### src/rtl/spi_target_pkg.sv
// Shared types and field widths for the SPI target register block.
package spi_target_pkg;

  typedef enum logic [1:0] {
    ST_IDLE,
    ST_CMD,
    ST_WR,
    ST_RD
  } spi_tgt_state_e;

  localparam int CmdRwBit  = 7;
  localparam int AddrWidth = 7;
  localparam int ByteWidth = 8;

endpackage

### src/rtl/spi_target_sync.sv
// Multi-stage pin synchronizer with registered rise/fall detect; level_o is aligned with the edge pulses.
module spi_target_sync #(
  parameter int   SyncStages = 2,
  parameter logic RstVal     = 1'b0
) (
  input  logic clk_i,
  input  logic rst_i,
  input  logic pin_i,
  output logic level_o,
  output logic rise_o,
  output logic fall_o
);

  logic [SyncStages-1:0] sync_q;
  logic                  prev_q;
  logic                  sync_last;

  assign sync_last = sync_q[SyncStages-1];
  assign level_o   = prev_q;

  always_ff @(posedge clk_i or posedge rst_i) begin
    if (rst_i) begin
      sync_q <= {SyncStages{RstVal}};
      prev_q <= RstVal;
      rise_o <= 1'b0;
      fall_o <= 1'b0;
    end else begin
      sync_q[0] <= pin_i;
      for (int i = 1; i < SyncStages; i++) sync_q[i] <= sync_q[i-1];
      prev_q <= sync_last;
      rise_o <= sync_last & ~prev_q;
      fall_o <= ~sync_last & prev_q;
    end
  end

endmodule

### src/rtl/spi_target_regs.sv
// Mode-0 SPI target with a byte-wide register file; all SPI pins oversampled in clk_i.
//   state   | meaning
//   ST_IDLE | CSB high, MISO released
//   ST_CMD  | shifting in command byte {rw, addr}
//   ST_WR   | shifting in write data bytes
//   ST_RD   | shifting out read data bytes
module spi_target_regs
  import spi_target_pkg::*;
#(
  parameter int                   NumRegs    = 16,
  parameter int                   SyncStages = 2,
  parameter logic [ByteWidth-1:0] RegRstVal  = 8'h00
) (
  input  logic                         clk_i,
  input  logic                         rst_i,
  input  logic                         spi_sck_i,
  input  logic                         spi_csb_i,
  input  logic                         spi_sd_i,
  output logic                         spi_sd_o,
  output logic                         spi_sd_en_o,
  output logic [NumRegs*ByteWidth-1:0] regs_o,
  output logic                         wr_valid_o,
  output logic [AddrWidth-1:0]         wr_addr_o,
  output logic [ByteWidth-1:0]         wr_data_o,
  output logic                         busy_o
);

  logic sck_lvl, sck_rise, sck_fall;
  logic csb_lvl, csb_rise, csb_fall;
  logic sd_lvl, sd_rise, sd_fall;

  spi_target_sync #(.SyncStages(SyncStages), .RstVal(1'b0)) u_sync_sck (
    .clk_i(clk_i), .rst_i(rst_i), .pin_i(spi_sck_i),
    .level_o(sck_lvl), .rise_o(sck_rise), .fall_o(sck_fall)
  );
  spi_target_sync #(.SyncStages(SyncStages), .RstVal(1'b1)) u_sync_csb (
    .clk_i(clk_i), .rst_i(rst_i), .pin_i(spi_csb_i),
    .level_o(csb_lvl), .rise_o(csb_rise), .fall_o(csb_fall)
  );
  spi_target_sync #(.SyncStages(SyncStages), .RstVal(1'b0)) u_sync_sd (
    .clk_i(clk_i), .rst_i(rst_i), .pin_i(spi_sd_i),
    .level_o(sd_lvl), .rise_o(sd_rise), .fall_o(sd_fall)
  );

  logic unused_sync;
  assign unused_sync = ^{sck_lvl, csb_lvl, sd_rise, sd_fall};

  spi_tgt_state_e               state_q;
  logic [2:0]                   bit_cnt_q;
  logic [ByteWidth-1:0]         shift_q;
  logic [AddrWidth-1:0]         addr_q;
  logic [NumRegs*ByteWidth-1:0] regs_q;

  logic [ByteWidth-1:0] shift_in;
  logic [AddrWidth-1:0] cmd_addr;
  logic [AddrWidth-1:0] addr_inc;
  logic [ByteWidth-1:0] cmd_rd_byte;
  logic [ByteWidth-1:0] inc_rd_byte;
  logic                 addr_in_range;

  // Unmapped addresses read back as zero.
  function automatic logic [ByteWidth-1:0] reg_read(
    input logic [NumRegs*ByteWidth-1:0] regs,
    input logic [AddrWidth-1:0]         a
  );
    reg_read = '0;
    for (int k = 0; k < NumRegs; k++)
      if (a == AddrWidth'(k)) reg_read = regs[k*ByteWidth +: ByteWidth];
  endfunction

  assign shift_in      = {shift_q[ByteWidth-2:0], sd_lvl};
  assign cmd_addr      = shift_in[AddrWidth-1:0];
  assign addr_inc      = addr_q + 1'b1;
  assign cmd_rd_byte   = reg_read(regs_q, cmd_addr);
  assign inc_rd_byte   = reg_read(regs_q, addr_inc);
  assign addr_in_range = (32'(addr_q) < NumRegs);
  assign regs_o        = regs_q;
  assign busy_o        = (state_q != ST_IDLE);

  always_ff @(posedge clk_i or posedge rst_i) begin
    if (rst_i) begin
      state_q     <= ST_IDLE;
      bit_cnt_q   <= '0;
      shift_q     <= '0;
      addr_q      <= '0;
      regs_q      <= {NumRegs{RegRstVal}};
      spi_sd_o    <= 1'b0;
      spi_sd_en_o <= 1'b0;
      wr_valid_o  <= 1'b0;
      wr_addr_o   <= '0;
      wr_data_o   <= '0;
    end else begin
      wr_valid_o <= 1'b0;
      // CSB release wins over any SCK edge seen in the same cycle.
      if (csb_rise) begin
        state_q     <= ST_IDLE;
        spi_sd_o    <= 1'b0;
        spi_sd_en_o <= 1'b0;
      end else begin
        case (state_q)
          ST_IDLE: begin
            if (csb_fall) begin
              state_q   <= ST_CMD;
              bit_cnt_q <= '0;
            end
          end
          ST_CMD: begin
            if (sck_rise) begin
              shift_q   <= shift_in;
              bit_cnt_q <= bit_cnt_q + 3'd1;
              if (bit_cnt_q == 3'd7) begin
                addr_q <= cmd_addr;
                if (shift_in[CmdRwBit]) begin
                  state_q     <= ST_RD;
                  shift_q     <= cmd_rd_byte;
                  spi_sd_o    <= cmd_rd_byte[ByteWidth-1];
                  spi_sd_en_o <= 1'b1;
                end else begin
                  state_q <= ST_WR;
                end
              end
            end
          end
          ST_WR: begin
            if (sck_rise) begin
              shift_q   <= shift_in;
              bit_cnt_q <= bit_cnt_q + 3'd1;
              if (bit_cnt_q == 3'd7) begin
                if (addr_in_range) begin
                  for (int k = 0; k < NumRegs; k++)
                    if (addr_q == AddrWidth'(k)) regs_q[k*ByteWidth +: ByteWidth] <= shift_in;
                  wr_valid_o <= 1'b1;
                  wr_addr_o  <= addr_q;
                  wr_data_o  <= shift_in;
                end
                addr_q <= addr_inc;
              end
            end
          end
          ST_RD: begin
            if (sck_rise) begin
              bit_cnt_q <= bit_cnt_q + 3'd1;
              if (bit_cnt_q == 3'd7) begin
                addr_q   <= addr_inc;
                shift_q  <= inc_rd_byte;
                spi_sd_o <= inc_rd_byte[ByteWidth-1];
              end
            // The falling edge right after a byte boundary keeps the freshly loaded MSB.
            end else if (sck_fall && (bit_cnt_q != 3'd0)) begin
              shift_q  <= {shift_q[ByteWidth-2:0], 1'b0};
              spi_sd_o <= shift_q[ByteWidth-2];
            end
          end
          default: state_q <= ST_IDLE;
        endcase
      end
    end
  end

endmodule

### config.mk
export PLATFORM = sky130hd
export DESIGN_NAME = spi_target_regs
export DESIGN_NICKNAME = d
export VERILOG_FILES = /design/src/rtl/spi_target_pkg.sv /design/src/rtl/spi_target_sync.sv /design/src/rtl/spi_target_regs.sv
export SDC_FILE = /design/constraint.sdc
export NUM_CORES = 1
export LEC_CHECK = 0
export BUFFER_PORTS_ARGS = -buffer_cell sky130_fd_sc_hd__buf_4
export CAP_MARGIN = 20
export CORE_AREA = 2 2 145 147
export DETAILED_ROUTE_END_ITERATION = 10
export DIE_AREA = 0 0 147 149
export HOLD_SLACK_MARGIN = 0.03
export PLACE_DENSITY = 0.77
export SYNTH_ARGS = -nofsm -noshare
export SYNTH_HDL_FRONTEND = slang
export SYNTH_SLANG_ARGS = --single-unit
### constraint.sdc
create_clock -name clk_i -period 4.8 [get_ports clk_i]
set_input_delay 0.24 -clock clk_i [delete_from_list [all_inputs] [get_ports clk_i]]
set_output_delay 0.24 -clock clk_i [all_outputs]
set_load 0.005 [all_outputs]
# Word-level counts from Yosys, hierarchy flattened

Index checks and enable logic that the tools add are counted.

Logic and storage cells: 223
Bits of input ports: 5
Bits in registers: 178
Output and inout port bits: 147

Magnitude comparators: 1
Multiplexer cells: 72
Reductions and logical operators: 40
Equality and inequality tests: 64
Bitwise gates (word level): 9
$add $sub $neg: 2

Operators with widths:

| operator            | number |
|---|---|
| $mux 8              | 32 |
| $eq 7x4->1 const B  | 24 |
| $reduce_and 6->1    | 19 |
| $eq 7x3->1 const B  | 12 |
| $mux 7              | 11 |
| $eq 7x2->1 const B  | 6 |
| $eq 7x1->1 const B  | 3 |
| $logic_not 7->1     | 3 |
| $pmux 7 s3          | 1 |
| $mux 1              | 18 |
| $pmux 7 s2          | 1 |
| $ne 2x1->1 const B  | 6 |
| $reduce_bool 2->1   | 6 |
| $reduce_bool 3->1   | 4 |
| $ne 3x2->1 const B  | 3 |
| $mux 2              | 4 |
| $reduce_and 4->1    | 2 |
| $add 7x1->7 const B | 1 |
| $lt 7x5->1 const B  | 1 |
| $mux 3              | 2 |
| $ne 3x1->1 const B  | 2 |
| $pmux 3 s2          | 1 |
| $not 1->1           | 5 |
| $reduce_and 5->1    | 1 |
| 16 further kinds    | 20 |

# Logic depth before layout (Yosys ltp)

Gate-level depths: netlist (run 1).

Word-level depth: 22
Mapped depth: 12
Depth with buffers taken out: 10

# Modules after synthesis

Synthesis (run 1) repeated with hierarchy kept, for this count alone.

Cell total of the unflattened synthesis: 1042
Area, all modules: 10407.5 um2

By module, submodules not included:

| module                            | area each (um2) | cells an instance | times used |
|---|---|---|---|
| spi_target_regs                   | 9972.1          | 1018              | 1 |
| spi_target_sync at u_sync_sck ... | 143.9           | 8                 | 2 |
| spi_target_sync at u_sync_csb     | 147.6           | 8                 | 1 |

# Worst setup path before layout (run 1)

No wires, ideal clock.

Path type: reg2reg
Start: reg addr_q[1]
End: reg shift_q[4]
Setup time: 0.127 ns
Clock period less this slack: 2.469 ns
Cell stages (with the launch flop): 11
Path slack: 2.331 ns
Data arrival time: 2.342 ns
Path through: dfrtp_1 ha_1 nand3_1 and2_1 buf_2 buf_2 o211ai_2 o221ai_1 o221a_1 o31ai_1 a21oi_1

Longest elaborated chain between the ends: 21
Elaborated cells between the ends (all ways): 36
Classes of those cells: add/sub: 1; eq/ne: 15; mux: 19; reduce/logical: 1

RTL lines:

| what                   | line                   | text |
|---|---|---|
| start, declared        | spi_target_regs.sv:51  | `logic [AddrWidth-1:0] addr_q;` |
| start signal, assigned | spi_target_regs.sv:112 | `addr_q <= cmd_addr;` |
| start signal, assigned | spi_target_regs.sv:136 | `addr_q <= addr_inc;` |
| start signal, assigned | spi_target_regs.sv:144 | `addr_q <= addr_inc;` |
| $add 7x1->7 *          | spi_target_regs.sv:73  | `assign addr_inc = addr_q + 1'b1;` |
| $logic_not 7->1        | spi_target_regs.sv:68  | `if (a == AddrWidth'(k)) reg_read = regs[k*ByteWidth +: ByteWidth];` |
| $mux 8 (15 in series)  | spi_target_regs.sv:68  |  |
| $mux 8 *               | spi_target_regs.sv:68  |  |
| $mux 7 *               | spi_target_regs.sv:143 | `if (bit_cnt_q == 3'd7) begin` |
| $mux 7 *               | spi_target_regs.sv:141 | `if (sck_rise) begin` |
| $pmux 7 s3 *           | spi_target_regs.sv:100 | `case (state_q)` |
| end signal, assigned   | spi_target_regs.sv:109 | `shift_q <= shift_in;` |
| end signal, assigned   | spi_target_regs.sv:145 | `shift_q <= inc_rd_byte;` |
| end signal, assigned   | spi_target_regs.sv:150 | `shift_q <= {shift_q[ByteWidth-2:0], 1'b0};` |
| end, declared          | spi_target_regs.sv:50  | `logic [ByteWidth-1:0] shift_q;` |

Mark *: on every way between the ends. The rest lies on a longest branch, timed or not. The select of a mux whose other input is x is not followed.
A chain may end at the register's enable or synchronous reset.

# Final worst setup path (run 1)

Start: reg addr_q[1]
End: reg shift_q[3]

Same word-level chain as after synthesis.

==> run_summary.xml, run 1 <==
<?xml version="1.0" encoding="UTF-8"?>
<metrics>
  <group name="floorplanning">
    <metric name="fp-row-count" unit="">53</metric>
    <metric name="design.core.area" unit="um2">20600</metric>
    <metric name="die_width" unit="um">147</metric>
    <metric name="die_area" unit="um2">21900</metric>
    <metric name="ioPinCount" unit="">152</metric>
    <metric name="starting_density" unit="%">51.6</metric>
    <metric name="die_height" unit="um">149</metric>
  </group>
  <group name="place">
    <metric name="place.gp.congestion" unit="">1.12</metric>
    <metric name="post-dp-hpwl" unit="um">28100</metric>
    <metric name="place_inst" unit="">1425</metric>
    <metric name="post-place-ws" unit="ns">1.37</metric>
    <metric name="portBuffers" unit="">151</metric>
  </group>
  <group name="final_layout">
    <metric name="area_growth" unit="%">18.3</metric>
    <metric name="postLayoutCoreUtil" unit="%">61.0</metric>
    <metric name="finalNetCount" unit="">1185</metric>
    <metric name="num_antenna_cells" unit="">0</metric>
    <metric name="layout.cells.non_filler" unit="">1460</metric>
    <metric name="fraction_of_layout_instances_using_a_drive_strength_above_1" unit="%">32.3</metric>
    <metric name="mostFrequentLayoutCells" unit="">173 x dfrtp_1, 173 x buf_4, 111 x mux2_2</metric>
  </group>
  <group name="power">
    <metric name="p_seq_share" unit="%">41.5</metric>
    <metric name="clock_power_share" unit="%">36.9</metric>
    <metric name="vdd.ir_drop.worst" unit="mV">0.235</metric>
    <metric name="cellPowerDensity" unit="nW/um2">329</metric>
    <metric name="power.combinational.fraction" unit="%">21.6</metric>
    <metric name="static-leakage-power" unit="nW">5.82</metric>
    <metric name="cell_internal_pwr" unit="W">0.00266</metric>
    <metric name="net-switching-power" unit="W">0.00147</metric>
    <metric name="sw_frac_of_total" unit="%">35.6</metric>
    <metric name="total_power" unit="W">0.00413</metric>
  </group>
  <group name="logic_synthesis">
    <metric name="ys.flop_type" unit="">dfrtp_1</metric>
    <metric name="post_synth_num_cell_types" unit="">94</metric>
    <metric name="synth_edf_count" unit="">0</metric>
    <metric name="synthArstFlopShare" unit="%">100</metric>
    <metric name="mappedNetlistArea" unit="um2">10600</metric>
    <metric name="yosysTopAreaCell" unit="">dfrtp_1</metric>
    <metric name="synth_largest_type_area_fraction" unit="%">41.3</metric>
    <metric name="sequential_to_total_area_share_from_yosys_stat" unit="%">42.0</metric>
    <metric name="mappedNetlistNets" unit="">1076</metric>
    <metric name="syn-instance-count" unit="">1063</metric>
    <metric name="netlist_top_cells_area" unit="">dfrtp_1 41%, mux2_2 12%, nand2_1 3.8%</metric>
    <metric name="synth.avg_cell_area" unit="um2">9.98</metric>
    <metric name="synthesis.yosys.warnings" unit="">0</metric>
    <metric name="ys_seq_elements" unit="">178</metric>
  </group>
  <group name="drt">
    <metric name="iter_0_drt_violations" unit="">1525</metric>
    <metric name="postRouteAntennaNets" unit="">0</metric>
    <metric name="dr_total_vias" unit="">10100</metric>
    <metric name="count_of_tritonroute_iterations_in_the_first_routing_pass" unit="">6</metric>
    <metric name="vias_per_cell" unit="">6.92</metric>
    <metric name="wl_final" unit="um">40700</metric>
    <metric name="wire_per_inst" unit="um">27.8</metric>
    <metric name="drc" unit="">0</metric>
  </group>
  <group name="clock_network">
    <metric name="cts_max_level" unit="">4</metric>
    <metric name="resized_gates_after_cts" unit="">0</metric>
    <metric name="cts_sinks" unit="">178</metric>
    <metric name="tritoncts" unit="">done</metric>
    <metric name="clock-root-buffer" unit="">clkbuf_16</metric>
    <metric name="cts.reportedPaths.clkPinSlew" unit="ns">0.07</metric>
    <metric name="clkLatencyLatePin" unit="ns">0.44</metric>
    <metric name="cts_made_buffers" unit="">17</metric>
    <metric name="max-clock-path-buffers" unit="">2</metric>
  </group>
  <group name="critical_path">
    <metric name="r2r-start" unit="">addr_q[1]$_DFFE_PP0P_</metric>
    <metric name="timing.critical_path.to_type" unit="">flip-flop</metric>
    <metric name="cp_required" unit="ns">5.14</metric>
    <metric name="r2r_slack" unit="ns">1.25</metric>
    <metric name="critical_path.max_stage_delay" unit="ns">0.58</metric>
    <metric name="crit_type" unit="">flip-flop to flip-flop</metric>
    <metric name="count_of_cells_along_the_worst_register_to_register_path" unit="">8</metric>
    <metric name="setup.worst_path.start_class" unit="">flip-flop</metric>
    <metric name="cp_cell_sequence" unit="">ha_1 -&gt; nand3_1 -&gt; and2_1 -&gt; o21ai_1 -&gt; o221ai_1 -&gt; a211oi_2 -&gt; o221ai_1 -&gt; a21o_1</metric>
    <metric name="cp_delay_by_family_top" unit="">compound AO/OA/AOI/OAI gates</metric>
    <metric name="cpMostUsedCell" unit="">o221ai_1</metric>
    <metric name="cp_max_fo" unit="">17</metric>
    <metric name="r2r-end" unit="">shift_q[3]$_DFFE_PP0P_</metric>
    <metric name="cp.buffers_inverters" unit="">0</metric>
    <metric name="worst_path_cell_with_the_longest_stage_delay" unit="">dfrtp_1</metric>
    <metric name="critPathArrivalTime" unit="ns">3.89</metric>
  </group>
  <group name="grt">
    <metric name="vias_in_the_first_global_route" unit="">9346</metric>
    <metric name="grt_first_pass_wirelength" unit="um">61300</metric>
    <metric name="grt_antenna_before_repair" unit="">0</metric>
    <metric name="grt_use_total" unit="%">37.2</metric>
    <metric name="gr-total-overflow" unit="">0</metric>
    <metric name="maximum_number_of_pins_on_one_net_before_global_route_repair" unit="">179</metric>
  </group>
  <group name="sta">
    <metric name="final-setup-viol-count" unit="">0</metric>
    <metric name="post-route-min-period" unit="ns">3.55</metric>
    <metric name="whs" unit="ns">-0.0118</metric>
    <metric name="max_freq" unit="GHz">0.281</metric>
    <metric name="timing.slew.headroom" unit="%">26.6</metric>
    <metric name="setup_tns" unit="ns">0</metric>
    <metric name="grt_setup_unrepaired" unit="">no</metric>
    <metric name="skew" unit="ns">0.0126</metric>
    <metric name="timing_max_transition_violations_final" unit="">0</metric>
    <metric name="finalWorstSetupSlack" unit="ns">1.25</metric>
    <metric name="finalCritPeriodShare" unit="%">74.1</metric>
    <metric name="timing_hold_violations_final" unit="">5</metric>
    <metric name="worstMarginPinSlew" unit="ns">1.10</metric>
  </group>
  <group name="run_status">
    <metric name="failed_checks" unit="">hold timing</metric>
    <metric name="outcome" unit="">finished with violations</metric>
  </group>
  <group name="min_path">
    <metric name="hold_path_class" unit="">input pin to asynchronous set/reset pin</metric>
  </group>
  <group name="job">
    <metric name="cap_violations" unit="">0</metric>
  </group>
</metrics>
[state kept, by name (all words and copies together), names as in the netlist, 2 cells and up]
| signal | cells |
|---|---|
| shift_q | 7 |
| regs_o | 128 |
| wr_addr_o | 7 |
| bit_cnt_q | 3 |
| wr_data_o | 8 |
| u_sync_sck.sync_q | 2 |
| u_sync_csb.sync_q | 2 |
| addr_q | 7 |
| u_sync_sd.sync_q | 2 |
| state_q | 2 |
[metal layers]
layer  global-route usage (%)  vias to the layer above  share of wire [%]
met1                     53.6                     4977                 41
met2                     54.8                      787                 43
met3                     7.95                      128                 11
met4                     15.6                        0                4.7
li1                         -                     4207                  -
met5                        0                        -                  0
[power by group through the flow]
stage / sequential [W] / clock (W) / combinational (W)
after floorplan: 0.00159 / 0 / 0.000603
after global placement: 0.00172 / 0 / 0.000843
after detailed placement: 0.00173 / 0 / 0.000839
after CTS: 0.00170 / 0.00153 / 0.000848
after global routing: 0.00171 / 0.00159 / 0.000931
final: 0.00171 / 0.00152 / 0.000892
[synth_stat cells (4+ instances only)]
library cell,count
and3_1,13
nand2b_1,11
dfrtp_1,175
and2_1,11
a22o_1,4
o211ai_1,10
o2bb2ai_1,6
nor2b_1,18
a211o_1,5
o22ai_1,19
nand3_1,23
o221ai_1,18
mux2_2,111
nand4_1,4
a211oi_2,4
nor2_2,4
a2bb2oi_1,6
a22oi_1,15
clkbuf_1,49
a32oi_1,9
a221oi_1,13
mux2i_1,17
a21oi_1,51
or3_1,11
o21ai_0,54
a221oi_2,6
nand2_1,106
nor3_1,22
mux2_4,12
o22a_1,4
nor2_1,58
buf_2,20
buf_1,10
nand3b_1,6
a211oi_1,14
buf_6,4
o31ai_1,7
a2111oi_0,6
ha_1,8
a31oi_1,11
inv_1,22
[metrics by stage]
| step | cell area [um2] | hold slack, ns |
|---|---|---|
| finish | 12500 | -0.0118 |
| CTS | 12500 | 0.141 |
| floorplan | 10600 | 0.244 |
| global placement | 11900 | 0.334 |
| detailed placement | 11900 | 0.335 |
| global route | 12500 | 0.187 |
[kinds of logic (layout without fill, tap and decap cells)]
| family | count (synthesis) | count (layout) | synth area share (%) |
|---|---|---|---|
| AOI/OAI and AO/OA | 316 | 316 | 22.5 |
| xor gates and xnor gates | 1 | 1 | 0.0826 |
| adders and majority gates | 8 | 8 | 0.944 |
| buffers and inverters | 111 | 233 | 4.54 |
| DFF | 178 | 178 | 42.0 |
| muxes | 140 | 140 | 15.1 |
| and+or+nand+nor | 309 | 309 | 14.8 |
[what timing repair did]
item                                   CTS  global route
endpoints found under the hold margin    3             0
setup buffers                            0             0
hold buffers                             3             0
[worst reg2reg max path, stage by stage (launching register included)]
cell,delay [ns]
dfrtp_1,0.58
ha_1,0.57
nand3_1,0.23
and2_1,0.47
o21ai_1,0.58
o221ai_1,0.26
a211oi_2,0.37
o221ai_1,0.20
a21o_1,0.20
[final cells by class]
type	count	area (um2)
sequential	178	4460
multi-input combinational	774	5670
inverter	24	93.8
timing repair buffer	177	1350
tap	275	344
clock inverter	14	200
fill	1793	8010
clock buffer	18	429
[worst max-delay path by stage]
stage                                  start                endpoint  slack, ns  cells after the start
floorplan                              rst_i   addr_q[0]$_DFFE_PP0P_       2.28                      1
global placement    bit_cnt_q[1]$_DFFE_PP0P_  regs_o[81]$_DFFE_PP0P_       1.53                     11
detailed placement     addr_q[1]$_DFFE_PP0P_  shift_q[3]$_DFFE_PP0P_       1.37                      8
CTS                    addr_q[1]$_DFFE_PP0P_  shift_q[3]$_DFFE_PP0P_       1.36                      8
global route           addr_q[1]$_DFFE_PP0P_  shift_q[3]$_DFFE_PP0P_       1.01                      8
finish                 addr_q[1]$_DFFE_PP0P_  shift_q[3]$_DFFE_PP0P_       1.25                      8
Note: power is estimated with default switching activity, not from simulation.
==> inputs of run 2 (changes only) <==
--- a/config.mk
+++ b/config.mk
@@ -7,11 +7,11 @@
 export LEC_CHECK = 0
 export BUFFER_PORTS_ARGS = -buffer_cell sky130_fd_sc_hd__buf_4
 export CAP_MARGIN = 20
-export CORE_AREA = 2 2 145 147
+export CORE_AREA = 2 2 139 141
 export DETAILED_ROUTE_END_ITERATION = 10
-export DIE_AREA = 0 0 147 149
+export DIE_AREA = 0 0 141 143
 export HOLD_SLACK_MARGIN = 0.03
-export PLACE_DENSITY = 0.77
+export PLACE_DENSITY = 0.79
 export SYNTH_ARGS = -nofsm -noshare
 export SYNTH_HDL_FRONTEND = slang
 export SYNTH_SLANG_ARGS = --single-unit
==> constraint.sdc (replaced) <==
create_clock -name clk_i -period 3.42 [get_ports clk_i]
set_input_delay 0.171 -clock clk_i [delete_from_list [all_inputs] [get_ports clk_i]]
set_output_delay 0.171 -clock clk_i [all_outputs]
set_load 0.005 [all_outputs]
==> run 2 against run 1 <==
  * The flow now finishes without violations
  * Critical path type unchanged
  * Register-to-register slack worse by 1.1 ns
  * Power up 42%
  * Sequential cell count unchanged
  * Largest power group unchanged
  * Largest cell class unchanged
  * Hold slack better by 0.37 ns
  * Cell area up 2.4%
==> run_summary.xml, run 2 (synthesis gave the netlist of run 1 again) <==
<?xml version="1.0" encoding="UTF-8"?>
<metrics>
  <group name="run_status">
    <metric name="outcome" unit="">finished, final reports clean</metric>
  </group>
  <group name="critical_path">
    <metric name="cp_max_fo" unit="">10</metric>
    <metric name="r2r-end" unit="">shift_q[3]$_DFFE_PP0P_</metric>
    <metric name="count_of_cells_along_the_worst_register_to_register_path" unit="">9</metric>
    <metric name="timing.critical_path.to_type" unit="">flip-flop</metric>
    <metric name="cp_required" unit="ns">3.82</metric>
    <metric name="setup.worst_path.start_class" unit="">flip-flop</metric>
    <metric name="timing.critical_path.from" unit="">addr_q[0]$_DFFE_PP0P_</metric>
    <metric name="critPathArrivalTime" unit="ns">3.63</metric>
    <metric name="r2r-start" unit="">addr_q[0]$_DFFE_PP0P_</metric>
    <metric name="worst_setup_path_endpoint" unit="">shift_q[3]$_DFFE_PP0P_</metric>
    <metric name="r2r_slack" unit="ns">0.19</metric>
    <metric name="crit_type" unit="">flip-flop to flip-flop</metric>
  </group>
  <group name="final_layout">
    <metric name="mostFrequentLayoutCell" unit="">buf_4</metric>
    <metric name="area_growth" unit="%">21.0</metric>
    <metric name="largest_reg_flops" unit="">128</metric>
    <metric name="fraction_of_layout_instances_using_a_drive_strength_above_1" unit="%">34.4</metric>
    <metric name="num_antenna_cells" unit="">0</metric>
    <metric name="multiInputGateArea" unit="um2">5670</metric>
    <metric name="finalNetCount" unit="">1225</metric>
    <metric name="final.fill_count" unit="">1456</metric>
    <metric name="mostFrequentLayoutCells" unit="">208 x buf_4, 173 x dfrtp_1, 111 x mux2_2</metric>
    <metric name="layout.area.seq" unit="um2">4460</metric>
  </group>
  <group name="power">
    <metric name="total_power" unit="W">0.00587</metric>
    <metric name="static-leakage-power" unit="nW">6.03</metric>
    <metric name="vdd.ir_drop.worst" unit="mV">0.504</metric>
    <metric name="cellPowerDensity" unit="nW/um2">458</metric>
  </group>
  <group name="min_path">
    <metric name="hold_path_class" unit="">flip-flop to flip-flop</metric>
  </group>
  <group name="floorplanning">
    <metric name="die_area" unit="um2">20200</metric>
    <metric name="die_height" unit="um">143</metric>
    <metric name="die_width" unit="um">141</metric>
    <metric name="fp-row-count" unit="">50</metric>
    <metric name="starting_density" unit="%">57.1</metric>
    <metric name="ioPinCount" unit="">152</metric>
    <metric name="design.core.area" unit="um2">18600</metric>
  </group>
  <group name="sta">
    <metric name="grt_setup_unrepaired" unit="">no</metric>
    <metric name="timing.slew.headroom" unit="%">48.8</metric>
    <metric name="timing_hold_violations_final" unit="">0</metric>
    <metric name="skew" unit="ns">0.0139</metric>
    <metric name="finalCritPeriodShare" unit="%">94.6</metric>
    <metric name="post-route-min-period" unit="ns">3.23</metric>
    <metric name="max_freq" unit="GHz">0.309</metric>
    <metric name="setup_tns" unit="ns">0</metric>
    <metric name="timing_max_transition_violations_final" unit="">0</metric>
    <metric name="worstMarginPinSlew" unit="ns">0.768</metric>
    <metric name="final-setup-viol-count" unit="">0</metric>
  </group>
  <group name="drt">
    <metric name="wl_final" unit="um">40900</metric>
    <metric name="wire_per_inst" unit="um">28.0</metric>
    <metric name="postRouteAntennaNets" unit="">0</metric>
    <metric name="iter_0_drt_violations" unit="">1348</metric>
    <metric name="dr_total_vias" unit="">10200</metric>
    <metric name="count_of_tritonroute_iterations_in_the_first_routing_pass" unit="">8</metric>
    <metric name="vias_per_cell" unit="">6.98</metric>
    <metric name="drc" unit="">0</metric>
  </group>
  <group name="clock_network">
    <metric name="cts.reportedPaths.clkPinSlew" unit="ns">0.08</metric>
    <metric name="clock-root-buffer" unit="">clkbuf_16</metric>
    <metric name="max-clock-path-buffers" unit="">2</metric>
    <metric name="clkLatencyLatePin" unit="ns">0.45</metric>
    <metric name="resized_gates_after_cts" unit="">0</metric>
    <metric name="cts_sinks" unit="">178</metric>
    <metric name="cts_made_buffers" unit="">17</metric>
    <metric name="tritoncts" unit="">done</metric>
    <metric name="cts_max_level" unit="">4</metric>
  </group>
  <group name="place">
    <metric name="portBuffers" unit="">151</metric>
    <metric name="place.gp.congestion" unit="">1.06</metric>
    <metric name="post-dp-hpwl" unit="um">29600</metric>
  </group>
  <group name="job">
    <metric name="cap_violations" unit="">0</metric>
  </group>
  <group name="grt">
    <metric name="grt_antenna_before_repair" unit="">0</metric>
    <metric name="grt_first_pass_wirelength" unit="um">61700</metric>
    <metric name="gr-total-overflow" unit="">0</metric>
    <metric name="grt_use_total" unit="%">40.9</metric>
    <metric name="vias_in_the_first_global_route" unit="">9719</metric>
    <metric name="maximum_number_of_pins_on_one_net_before_global_route_repair" unit="">80</metric>
  </group>
</metrics>
-- run 2: how the worst min path moves through the flow --
stage | start | endpoint | depth (start not counted)
floorplan | spi_csb_i | u_sync_csb.sync_q[0]$_DFF_PP1_ | 0
global placement | spi_sd_i | u_sync_sd.sync_q[0]$_DFF_PP0_ | 1
detailed placement | spi_csb_i | u_sync_csb.sync_q[0]$_DFF_PP1_ | 1
CTS | u_sync_csb.sync_q[0]$_DFF_PP1_ | u_sync_csb.sync_q[1]$_DFF_PP1_ | 0
global route | u_sync_csb.sync_q[0]$_DFF_PP1_ | u_sync_csb.sync_q[1]$_DFF_PP1_ | 0
finish | u_sync_sd.sync_q[0]$_DFF_PP0_ | u_sync_sd.sync_q[1]$_DFF_PP0_ | 0
-- run 2: what timing repair did --
item	CTS	global route
hold buffers	4	0
buffers inserted	0	0
hold endpoints to repair	30	0
-- run 2: stage by stage --
stage | worst slack (ns) | util [%] | area (um2) | std cells | hold WS (ns)
6_report | 0.186 | 69.1 | 12800 | 1459 | 0.359
2_1_floorplan | 0.951 | - | 10600 | 1063 | 0.175
4_1_cts | 0.354 | 69.1 | 12800 | 1459 | 0.362
3_3_place_gp | 0.350 | 65.5 | 12200 | 1423 | 0.281
5_1_grt | 0.0796 | 69.1 | 12800 | 1459 | 0.363
3_5_place_dp | 0.398 | 65.5 | 12200 | 1423 | 0.282
-- run 2: worst max-delay path, stage by stage (launching register included) --
cell	delay (ns)
dfrtp_1	0.36
ha_1	0.36
nand3_1	0.19
and2_1	0.34
buf_4	0.24
o221ai_1	0.62
o221ai_1	0.29
or3_1	0.40
o221ai_1	0.23
a21o_1	0.15
-- run 2: layer usage --
layer / GRT usage [%] / vias up / share of wire [%]
met1: 57.7 / 4960 / 40
met2: 60.2 / 759 / 44
met3: 9.49 / 164 / 11
met4: 18.5 / 2 / 5.2
met5: 0 / - / 0.091
li1: - / 4297 / -
-- run 2: power by group --
| part | switching, W | internal, W |
|---|---|---|
| combinational | 0.00105 | 0.000436 |
| sequential | 0.000113 | 0.00216 |
| clock | 0.000905 | 0.00121 |
| total | 0.00207 | 0.00381 |
-- run 2: area by class of cell --
cell class | count | area share [%]
multi-input combinational | 774 | 44.1
sequential | 178 | 34.7
timing repair buffer | 217 | 13.3
clock buffer | 20 | 3.56
tap | 234 | 2.28
clock inverter | 12 | 1.30
inverter | 24 | 0.731
